===== src/rtl/wb_arbiter_buf.sv =====
// Writeback collection stage: per-FU 2-entry FIFOs feeding up to NUM_WRITE register-file
// write ports per cycle, round-robin, never two writes to the same address in one cycle.
module wb_arbiter_buf #(
    parameter int unsigned DW        = 32,
    parameter int unsigned AW        = 5,
    parameter int unsigned NUM_FU    = 4,
    parameter int unsigned NUM_WRITE = 2
) (
    input  logic                      CLK,
    input  logic                      RST,
    input  logic [NUM_FU-1:0]         FU_VALID,
    output logic [NUM_FU-1:0]         FU_READY,
    input  logic [AW*NUM_FU-1:0]      FU_WADDR,
    input  logic [DW*NUM_FU-1:0]      FU_WDATA,
    input  logic                      STALL,
    output logic [NUM_WRITE-1:0]      WE,
    output logic [AW*NUM_WRITE-1:0]   WADDR,
    output logic [DW*NUM_WRITE-1:0]   WDATA,
    output logic                      BUSY
);
    localparam int unsigned PW = (NUM_FU > 1) ? $clog2(NUM_FU) : 1;

    logic [1:0]           cnt_q      [NUM_FU];
    logic [NUM_FU-1:0]    rd_q;
    logic [AW-1:0]        mem_addr_q [NUM_FU][2];
    logic [DW-1:0]        mem_data_q [NUM_FU][2];
    logic [AW-1:0]        head_addr  [NUM_FU];
    logic [DW-1:0]        head_data  [NUM_FU];
    logic [NUM_FU-1:0]    wr_idx;
    logic [NUM_FU-1:0]    push;
    logic [NUM_FU-1:0]    pop;
    logic [PW-1:0]        ptr_q, ptr_d;
    logic [NUM_WRITE-1:0]    gnt_we;
    logic [AW*NUM_WRITE-1:0] gnt_addr;
    logic [DW*NUM_WRITE-1:0] gnt_data;

    always_comb begin
        for (int i = 0; i < NUM_FU; i++) begin
            head_addr[i] = mem_addr_q[i][rd_q[i]];
            head_data[i] = mem_data_q[i][rd_q[i]];
            // Next free slot sits one past the head when a single entry is held.
            wr_idx[i]    = rd_q[i] ^ cnt_q[i][0];
            FU_READY[i]  = RST && (cnt_q[i] != 2'd2);
        end
        push = FU_VALID & FU_READY;
    end

    always_comb begin
        int          n;
        int          kint;
        logic [PW-1:0] k;
        logic [PW-1:0] last;
        logic        hit;
        logic        any;
        pop      = '0;
        gnt_we   = '0;
        gnt_addr = '0;
        gnt_data = '0;
        n        = 0;
        kint     = 0;
        k        = '0;
        hit      = 1'b0;
        any      = 1'b0;
        last     = ptr_q;
        for (int j = 0; j < NUM_FU; j++) begin
            kint = int'(ptr_q) + j;
            if (kint >= int'(NUM_FU)) kint = kint - int'(NUM_FU);
            k = PW'(kint);
            if (!STALL && cnt_q[k] != 2'd0 && n < int'(NUM_WRITE)) begin
                hit = 1'b0;
                for (int p = 0; p < NUM_WRITE; p++) begin
                    if (p < n && gnt_addr[p*AW +: AW] == head_addr[k]) hit = 1'b1;
                end
                if (!hit) begin
                    for (int p = 0; p < NUM_WRITE; p++) begin
                        if (p == n) begin
                            gnt_we[p]            = 1'b1;
                            gnt_addr[p*AW +: AW] = head_addr[k];
                            gnt_data[p*DW +: DW] = head_data[k];
                        end
                    end
                    pop[k] = 1'b1;
                    n      = n + 1;
                    last   = k;
                    any    = 1'b1;
                end
            end
        end
        ptr_d = ptr_q;
        if (any) ptr_d = (last == PW'(NUM_FU - 1)) ? '0 : last + PW'(1);
    end

    always_ff @(posedge CLK) begin
        if (!RST) begin
            ptr_q <= '0;
            rd_q  <= '0;
            WE    <= '0;
            WADDR <= '0;
            WDATA <= '0;
            for (int i = 0; i < NUM_FU; i++) cnt_q[i] <= '0;
        end else begin
            ptr_q <= ptr_d;
            WE    <= gnt_we;
            WADDR <= gnt_addr;
            WDATA <= gnt_data;
            for (int i = 0; i < NUM_FU; i++) begin
                if (pop[i]) rd_q[i] <= ~rd_q[i];
                cnt_q[i] <= cnt_q[i] + {1'b0, push[i]} - {1'b0, pop[i]};
            end
        end
    end

    // Storage needs no reset: counts gate every read.
    always_ff @(posedge CLK) begin
        for (int i = 0; i < NUM_FU; i++) begin
            if (push[i]) begin
                mem_addr_q[i][wr_idx[i]] <= FU_WADDR[i*AW +: AW];
                mem_data_q[i][wr_idx[i]] <= FU_WDATA[i*DW +: DW];
            end
        end
    end

    always_comb begin
        BUSY = |WE;
        for (int i = 0; i < NUM_FU; i++) BUSY = BUSY | (cnt_q[i] != 2'd0);
    end

endmodule


===== config.mk =====
export PLATFORM = sky130hd
export DESIGN_NAME = wb_arbiter_buf
export DESIGN_NICKNAME = d
export VERILOG_FILES = /design/src/rtl/wb_arbiter_buf.sv
export SDC_FILE = /design/constraint.sdc
export NUM_CORES = 1
export LEC_CHECK = 0
export CELL_PAD_IN_SITES_DETAIL_PLACEMENT = 0
export CELL_PAD_IN_SITES_GLOBAL_PLACEMENT = 1
export CORE_UTILIZATION = 47
export CTS_BUF_LIST = sky130_fd_sc_hd__clkbuf_4
export DETAILED_ROUTE_END_ITERATION = 12
export HOLD_SLACK_MARGIN = 0.06
export PLACE_DENSITY_LB_ADDON = 0.15
export SLEW_MARGIN = 30
export SYNTH_ARGS = -nofsm -noshare
export SYNTH_HDL_FRONTEND = slang
export SYNTH_SLANG_ARGS = --single-unit

===== constraint.sdc =====
create_clock -name CLK -period 6.48 [get_ports CLK]
set_clock_uncertainty 0.1 [all_clocks]
set_input_delay 0.648 -clock CLK [delete_from_list [all_inputs] [get_ports CLK]]
set_output_delay 0.648 -clock CLK [all_outputs]
set_load 0.01 [all_outputs]

After elaboration in Yosys (flattened, before gate mapping)
Memory sizes are Yosys's and may differ from the RTL's.
Cells that the tools add are included.
{"block": "totals", "in_bits": 155, "n_memories": 3, "ff_bits": 82, "output_inout_bits": 81, "ram_bits": 304, "elab_cells": 318}
{"memory": "mem_data_q", "words": 4, "word_bits": 64, "read_ports": 4, "rd_ports_with_merged_regs": 0, "wr": 4, "line": "26", "text": "logic [DW-1:0] mem_data_q [NUM_FU][2];"}
{"memory": "mem_addr_q", "words": 4, "word_bits": 10, "read_ports": 4, "rd_ports_with_merged_regs": 0, "wr": 4, "line": "25", "text": "logic [AW-1:0] mem_addr_q [NUM_FU][2];"}
{"memory": "cnt_q", "words": 4, "word_bits": 2, "read_ports": 8, "rd_ports_with_merged_regs": 0, "wr": 4, "line": "23", "text": "logic [1:0] cnt_q [NUM_FU];"}
{"block": "classes", "n_eq_ne": 13, "magnitude_cmp": 37, "add_sub_neg": 18, "n_reduce_logical": 39, "muxes": 168, "bitwise": 32}
{"op": "$mux W32", "n": 35}
{"op": "$mux W64", "n": 10}
{"op": "$bmux W32 S2", "n": 4}
{"op": "$mux W5", "n": 31}
{"op": "$demux W32 S1", "n": 4}
{"op": "$mux W10", "n": 10}
{"op": "$eq A2 B32 Y1 const A", "n": 3}
{"op": "$logic_not A32 Y1", "n": 3}
{"op": "$lt A1 B32 Y1 const A", "n": 3}
{"op": "$lt A2 B32 Y1 const A", "n": 3}
{"op": "$lt A32 B3 Y1 const B", "n": 3}
{"op": "$add A32 B2 Y32 const B", "n": 2}
{"op": "$mux W2", "n": 22}
{"op": "$bmux W5 S2", "n": 4}
{"op": "$mux W1", "n": 33}
{"op": "$mux W4", "n": 7}
{"op": "$eq A5 B5 Y1", "n": 5}
{"op": "$logic_and A1 B1 Y1", "n": 25}
{"op": "$ge A3 B3 Y1 const B", "n": 7}
{"op": "$demux W5 S1", "n": 4}
{"op": "$ge A2 B2 Y1 const B", "n": 8}
{"op": "$not A1 Y2", "n": 8}
{"op": "$reduce_bool A2 Y1", "n": 8}
{"op": "$lt A2 B3 Y1 const B", "n": 4}
{"op": "21 further kinds", "n": 61}

Depth between registers and ports, before layout
{"block": "logic_depth", "depth_word": 31, "depth_mapped": 22, "depth_no_buf": 17}

Least setup slack after synthesis
Ideal clock, no wire load.
{"block": "synth_path", "path_type": "flip-flop to flip-flop", "startpoint": "reg ptr_q[1]", "endpoint": "mem cnt_q[0][1]", "arrival_time_ps": 5123, "synth_period_minus_slack_ps": 5351, "setup_time_ps": 128, "setup_slack_ps": 1129, "stages_incl_launch_ff": 22, "required_time_ps": 6252, "cell_sequence": "dfxtp_1 clkbuf_1 inv_2 clkbuf_1 clkbuf_1 ha_1 buf_1 mux4_2 or4_4 o2bb2ai_1 mux2i_1 nand3_1 or4_1 o2111a_1 buf_6 a221o_1 ha_1 inv_1 ha_1 xor2_1 xnor2_1 nor2_1"}
{"element": "start, declared", "line": "32", "text": "logic [PW-1:0] ptr_q, ptr_d;"}
{"element": "start signal, assigned", "line": "102", "text": "ptr_q <= ptr_d;"}
{"element": "end, declared", "line": "23"}

==> impl_summary.txt <==
----------------------------------------------------
[Logic synthesis]
  Top_reg_cell synth ... sky130_fd_sc_hd__edfxtp_1
  Post-synthesis sequential area ratio ... 57.1%
  Commonest cells in the netlist ... 296 x sky130_fd_sc_hd__edfxtp_1, 239 x sky130_fd_sc_hd__nor2_1, 181 x sky130_fd_sc_hd__mux2i_1, 139 x sky130_fd_sc_hd__a21oi_1, 92 x sky130_fd_sc_hd__dfxtp_1
  Average instance area after synthesis ... 12.0 um^2
  Most common cell in the synthesized netlist ... sky130_fd_sc_hd__edfxtp_1
  Yosys reg bits ... 388
  Synthesized Nets ... 1737
  Synth Area in Compound Gates ... 14.8%
  Gate Count Post-Synth ... 1568
  Number of enable-type register cells in the synthesized netlist ... 296
  Largest family of logic cells by synthesized area ... multiplexers
  Portion of synthesized cell area occupied by the leading cell type ... 47.3%
  Unique cell type count in the Yosys netlist ... 64
  Main area contributors after synthesis ... sky130_fd_sc_hd__edfxtp_1 47%, sky130_fd_sc_hd__dfxtp_1 9.8%, sky130_fd_sc_hd__mux2i_1 9.6%, sky130_fd_sc_hd__nor2_1 4.8%, sky130_fd_sc_hd__mux2_2 4.6%
  Area of the mapped netlist ... 0.0188 mm^2
  Count of synthesis-stage warnings from yosys ... 0
  Simple logic cell fraction of the synthesized area ... 7.43%
  Library cell occupying the most area in the post-synthesis netlist ... sky130_fd_sc_hd__edfxtp_1
  Multiplexer share of the synthesized area ... 15.3%
  Xor-xnor portion of the synthesized cell area ... 1.31%
  Share of flip-flops with an asynchronous set or reset ... 0%
  Adder-cell area share of the yosys netlist ... 0.933%

[Clock network]
  Library cell used as clock root buffer ... sky130_fd_sc_hd__clkbuf_4
  Clock-pin transition on the worst setup and hold timing paths ... 60 ps
  TritonCTS Sinks ... 388
  Number of hold-repair buffers added at the cts stage ... 0
  Buffer levels on the longest clock path ... 3
  Clock latency at the later pin of the worst-skew pair ... 810 ps
  Max H-tree Level ... 3
  Number of setup buffers added after CTS ... 0
  Clock tree from TritonCTS ... yes
  Post-CTS sizing ... 0
  CTS buffer count ... 101

[Global routing]
  Maximum number of pins on one net before global-route repair ... 98
  Remaining global-route overflow ... 0
  Global-route wire length before repair ... 82900 um
  Number of global-route vias before repair ... 14000
  Gr usage total ... 27.2%
  Antenna violations before repair ... 6

[Finish]
  Area taken by multi-input logic gates ... 0.00758 mm^2
  Non-Filler Instances ... 2423
  Synthesis-to-layout area growth ... 22.8%
  Final Net Count ... 1984
  Filler Cells Inserted ... 3188
  Sequential cell area in the final layout ... 0.0107 mm^2
  Fraction of layout cells with a size suffix above 1 ... 16.7%

[Power and ir drop]
  Part of the power in the clock network ... 20.9%
  Internal power consumption ... 6.60 mW
  Sw frac ... 39.8%
  Logic pwr share ... 47.5%
  Net Switching ... 4.37 mW
  Power per cell area ... 476 mW/mm^2
  Maximum resistive drop on vdd ... 0.000208 V
  Static leakage ... 8.14 nW
  Sequential cell fraction of total power ... 31.6%

[Floorplan]
  Chip width ... 202 um
  Boundary pin count ... 236
  DIE AREA ... 0.0408 mm^2
  Initial Util ... 48.1%
  Number of standard-cell rows in the floorplan ... 72
  Die height ... 202 um
  Total core area ... 0.0390 mm^2

[Min path]
  Start point of the worst min-delay path ... RST
  Worst hold stages ... 3
  Hold WC Path Type ... in2reg
  Hold endpoint ... rd_q[2]$_SDFFE_PN0P_

[Route]
  Post-detailed-route count of antenna-violating nets ... 0
  Drc violations ... 0
  Total vias in the final route ... 14100
  Routed length per instance ... 22.8 um
  Detailed-routing iteration count for the pre-antenna-repair pass ... 5
  Number of DRC markers after the initial detailed-route iteration ... 1185
  Number of vias per cell ... 5.83
  Wirelength, routed ... 55200 um

[STA]
  RSZ-0062 raised after global routing ... no
  Hold Vio Cnt, Final ... 0
  Slew Viols, Final ... 0
  Transition time at the pin with the least slew margin ... 1000 ps
  Final worst hold slack ... 286 ps
  Fin crit share ... 81.4%
  Shortest period the worst path allows ... 5270 ps
  Headroom to the max-slew limit ... 33.1%
  Finish-stage setup viols ... 0
  Setup total negative slack ... 0 ps
  Max Fclk ... 0.190 GHz

[Setup path]
  Crit Path Category ... reg2reg
  Slowest-stage cell, CP ... sky130_fd_sc_hd__ha_4
  Crit-path cells ... inv_4, ha_4, mux4_2, or4_4, o2bb2ai_1, mux2i_1, nand3_1, or4_1, o2111a_1, a221o_1, ha_1, inv_1, ha_1, xor2_1, xnor2_1, nor2_1
  Slack of the worst reg-to-reg path ... 1210 ps
  Kind of end point of the critical path ... flop
  Count of buffer and inverter cells on the critical path ... 2
  Top cell by count, worst path ... sky130_fd_sc_hd__ha_1
  Maximum fanout encountered on the critical timing path ... 42
  Setup crit start kind ... flop
  Worst reg2reg path startpoint ... ptr_q[0]$_SDFFE_PN0P_
  Delay of the slowest cell on the worst path ... 550 ps
  WP data required ... 7050 ps
  Destination of the worst register-to-register timing path ... cnt_q[0][1]$_SDFF_PN0_
  Gate family responsible for the most delay along the worst path ... simple AND/OR/NAND/NOR gates
  Arrival time at the worst endpoint ... 5840 ps
  Cell count of the worst reg-to-reg path ... 16

[Place]
  Instance count after placement with tap cells included ... 2230
  RD Place Congestion ... 0.883
  Placed wire-length estimate after detailed placement ... 35700 um
  Count of port buffers added during placement ... 235

[Status]
  Run status ... completed

[Job]
  Number of maximum-capacitance constraint violations ... 0

----------------------------------------------------
worst reg2reg max path: cells and delay by family (launching register included):
family / cells / cell delay (ps)
compound gates: 3 / 1120
xor+xnor: 2 / 320
fa+ha+maj: 3 / 1050
buf+inv: 2 / 400
flops: 1 / 350
mux: 2 / 680
simple gates: 4 / 1140
routing by layer:
layer / routed length (um) / vias up / track usage, %
met5: 24 / - / 0
met4: 1460 / 4 / 10.0
met3: 4430 / 96 / 6.66
met2: 26300 / 621 / 43.7
met1: 23000 / 6832 / 35.5
li1: - / 6579 / -
layout by cell type, fill, tap and decap left out, types with 8 or more instances in the layout:
master	Yosys	routed
sky130_fd_sc_hd__edfxtp_1	296	296
sky130_fd_sc_hd__clkdlybuf4s50_1	0	234
sky130_fd_sc_hd__nor2_1	239	233
sky130_fd_sc_hd__mux2i_1	181	181
sky130_fd_sc_hd__clkbuf_4	0	168
sky130_fd_sc_hd__a21oi_1	139	139
sky130_fd_sc_hd__dfxtp_1	92	86
sky130_fd_sc_hd__o22ai_1	78	78
sky130_fd_sc_hd__mux2_2	76	76
sky130_fd_sc_hd__o21a_1	74	74
sky130_fd_sc_hd__a221oi_1	68	68
sky130_fd_sc_hd__buf_4	2	22
sky130_fd_sc_hd__xnor2_1	20	20
sky130_fd_sc_hd__nand2_1	18	16
sky130_fd_sc_hd__clkinv_1	1	14
sky130_fd_sc_hd__nor3_1	13	13
sky130_fd_sc_hd__inv_1	13	13
sky130_fd_sc_hd__ha_1	14	13
sky130_fd_sc_hd__a22o_1	11	11
sky130_fd_sc_hd__mux4_2	9	9
sky130_fd_sc_hd__and2_1	8	8
sky130_fd_sc_hd__xor2_1	8	8
stage by stage:
step	worst slack [ps]	total power [mW]	instance area [um^2]	utilization (%)
floorplan	1130	7.01	18800	-
global route	967	11.6	23100	59.1
CTS	1230	11.0	23000	59.1
detailed placement	1250	8.66	21600	55.4
finish	1210	11.0	23100	59.1
global placement	1320	8.60	21500	55.2
cells by family after synthesis:
kind of cell / after synthesis
and+or+nand+nor: 324
DFF: 388
muxes: 267
adders and majority gates: 14
xor gates and xnor gates: 28
AOI/OAI and AO/OA: 414
buffers and inverters: 133
worst max path at each step:
stage	start	to	slack, ps	depth (start not counted)
after floorplan	ptr_q[1]$_SDFFE_PN0P_	cnt_q[0][1]$_SDFF_PN0_	1130	21
after global placement	STALL	cnt_q[0][1]$_SDFF_PN0_	1320	14
after detailed placement	STALL	cnt_q[0][1]$_SDFF_PN0_	1250	14
after CTS	ptr_q[0]$_SDFFE_PN0P_	cnt_q[0][1]$_SDFF_PN0_	1230	16
after global routing	ptr_q[0]$_SDFFE_PN0P_	cnt_q[0][1]$_SDFF_PN0_	970	16
final	ptr_q[0]$_SDFFE_PN0P_	cnt_q[0][1]$_SDFF_PN0_	1210	16
power groups by stage:
stage | clock network [mW] | registers (mW) | logic, mW
after floorplan | 0 | 3.46 | 3.55
after global placement | 0 | 3.52 | 5.08
after detailed placement | 0 | 3.52 | 5.14
after CTS | 2.35 | 3.48 | 5.16
after global routing | 2.49 | 3.51 | 5.63
final | 2.29 | 3.47 | 5.21
cell type report:
type                       instances  share of cell area, %
sequential                       388                   46.6
multi-input combinational       1047                   32.9
timing repair buffer             261                   11.3
clock buffer                     168                   5.47
tap                              518                   2.81
clock inverter                    21                  0.716
inverter                          16                  0.277
antenna                            4                 0.0434
state kept, by name, summed over array words and instances (netlist names), named ones only:
signal / cells
WDATA: 64
cnt_q: 8
mem_data_q: 256
mem_addr_q: 40
WADDR: 10
WE: 2
ptr_q: 2
rd_q: 4
No activity file was read; power rests on OpenSTA's default activity.
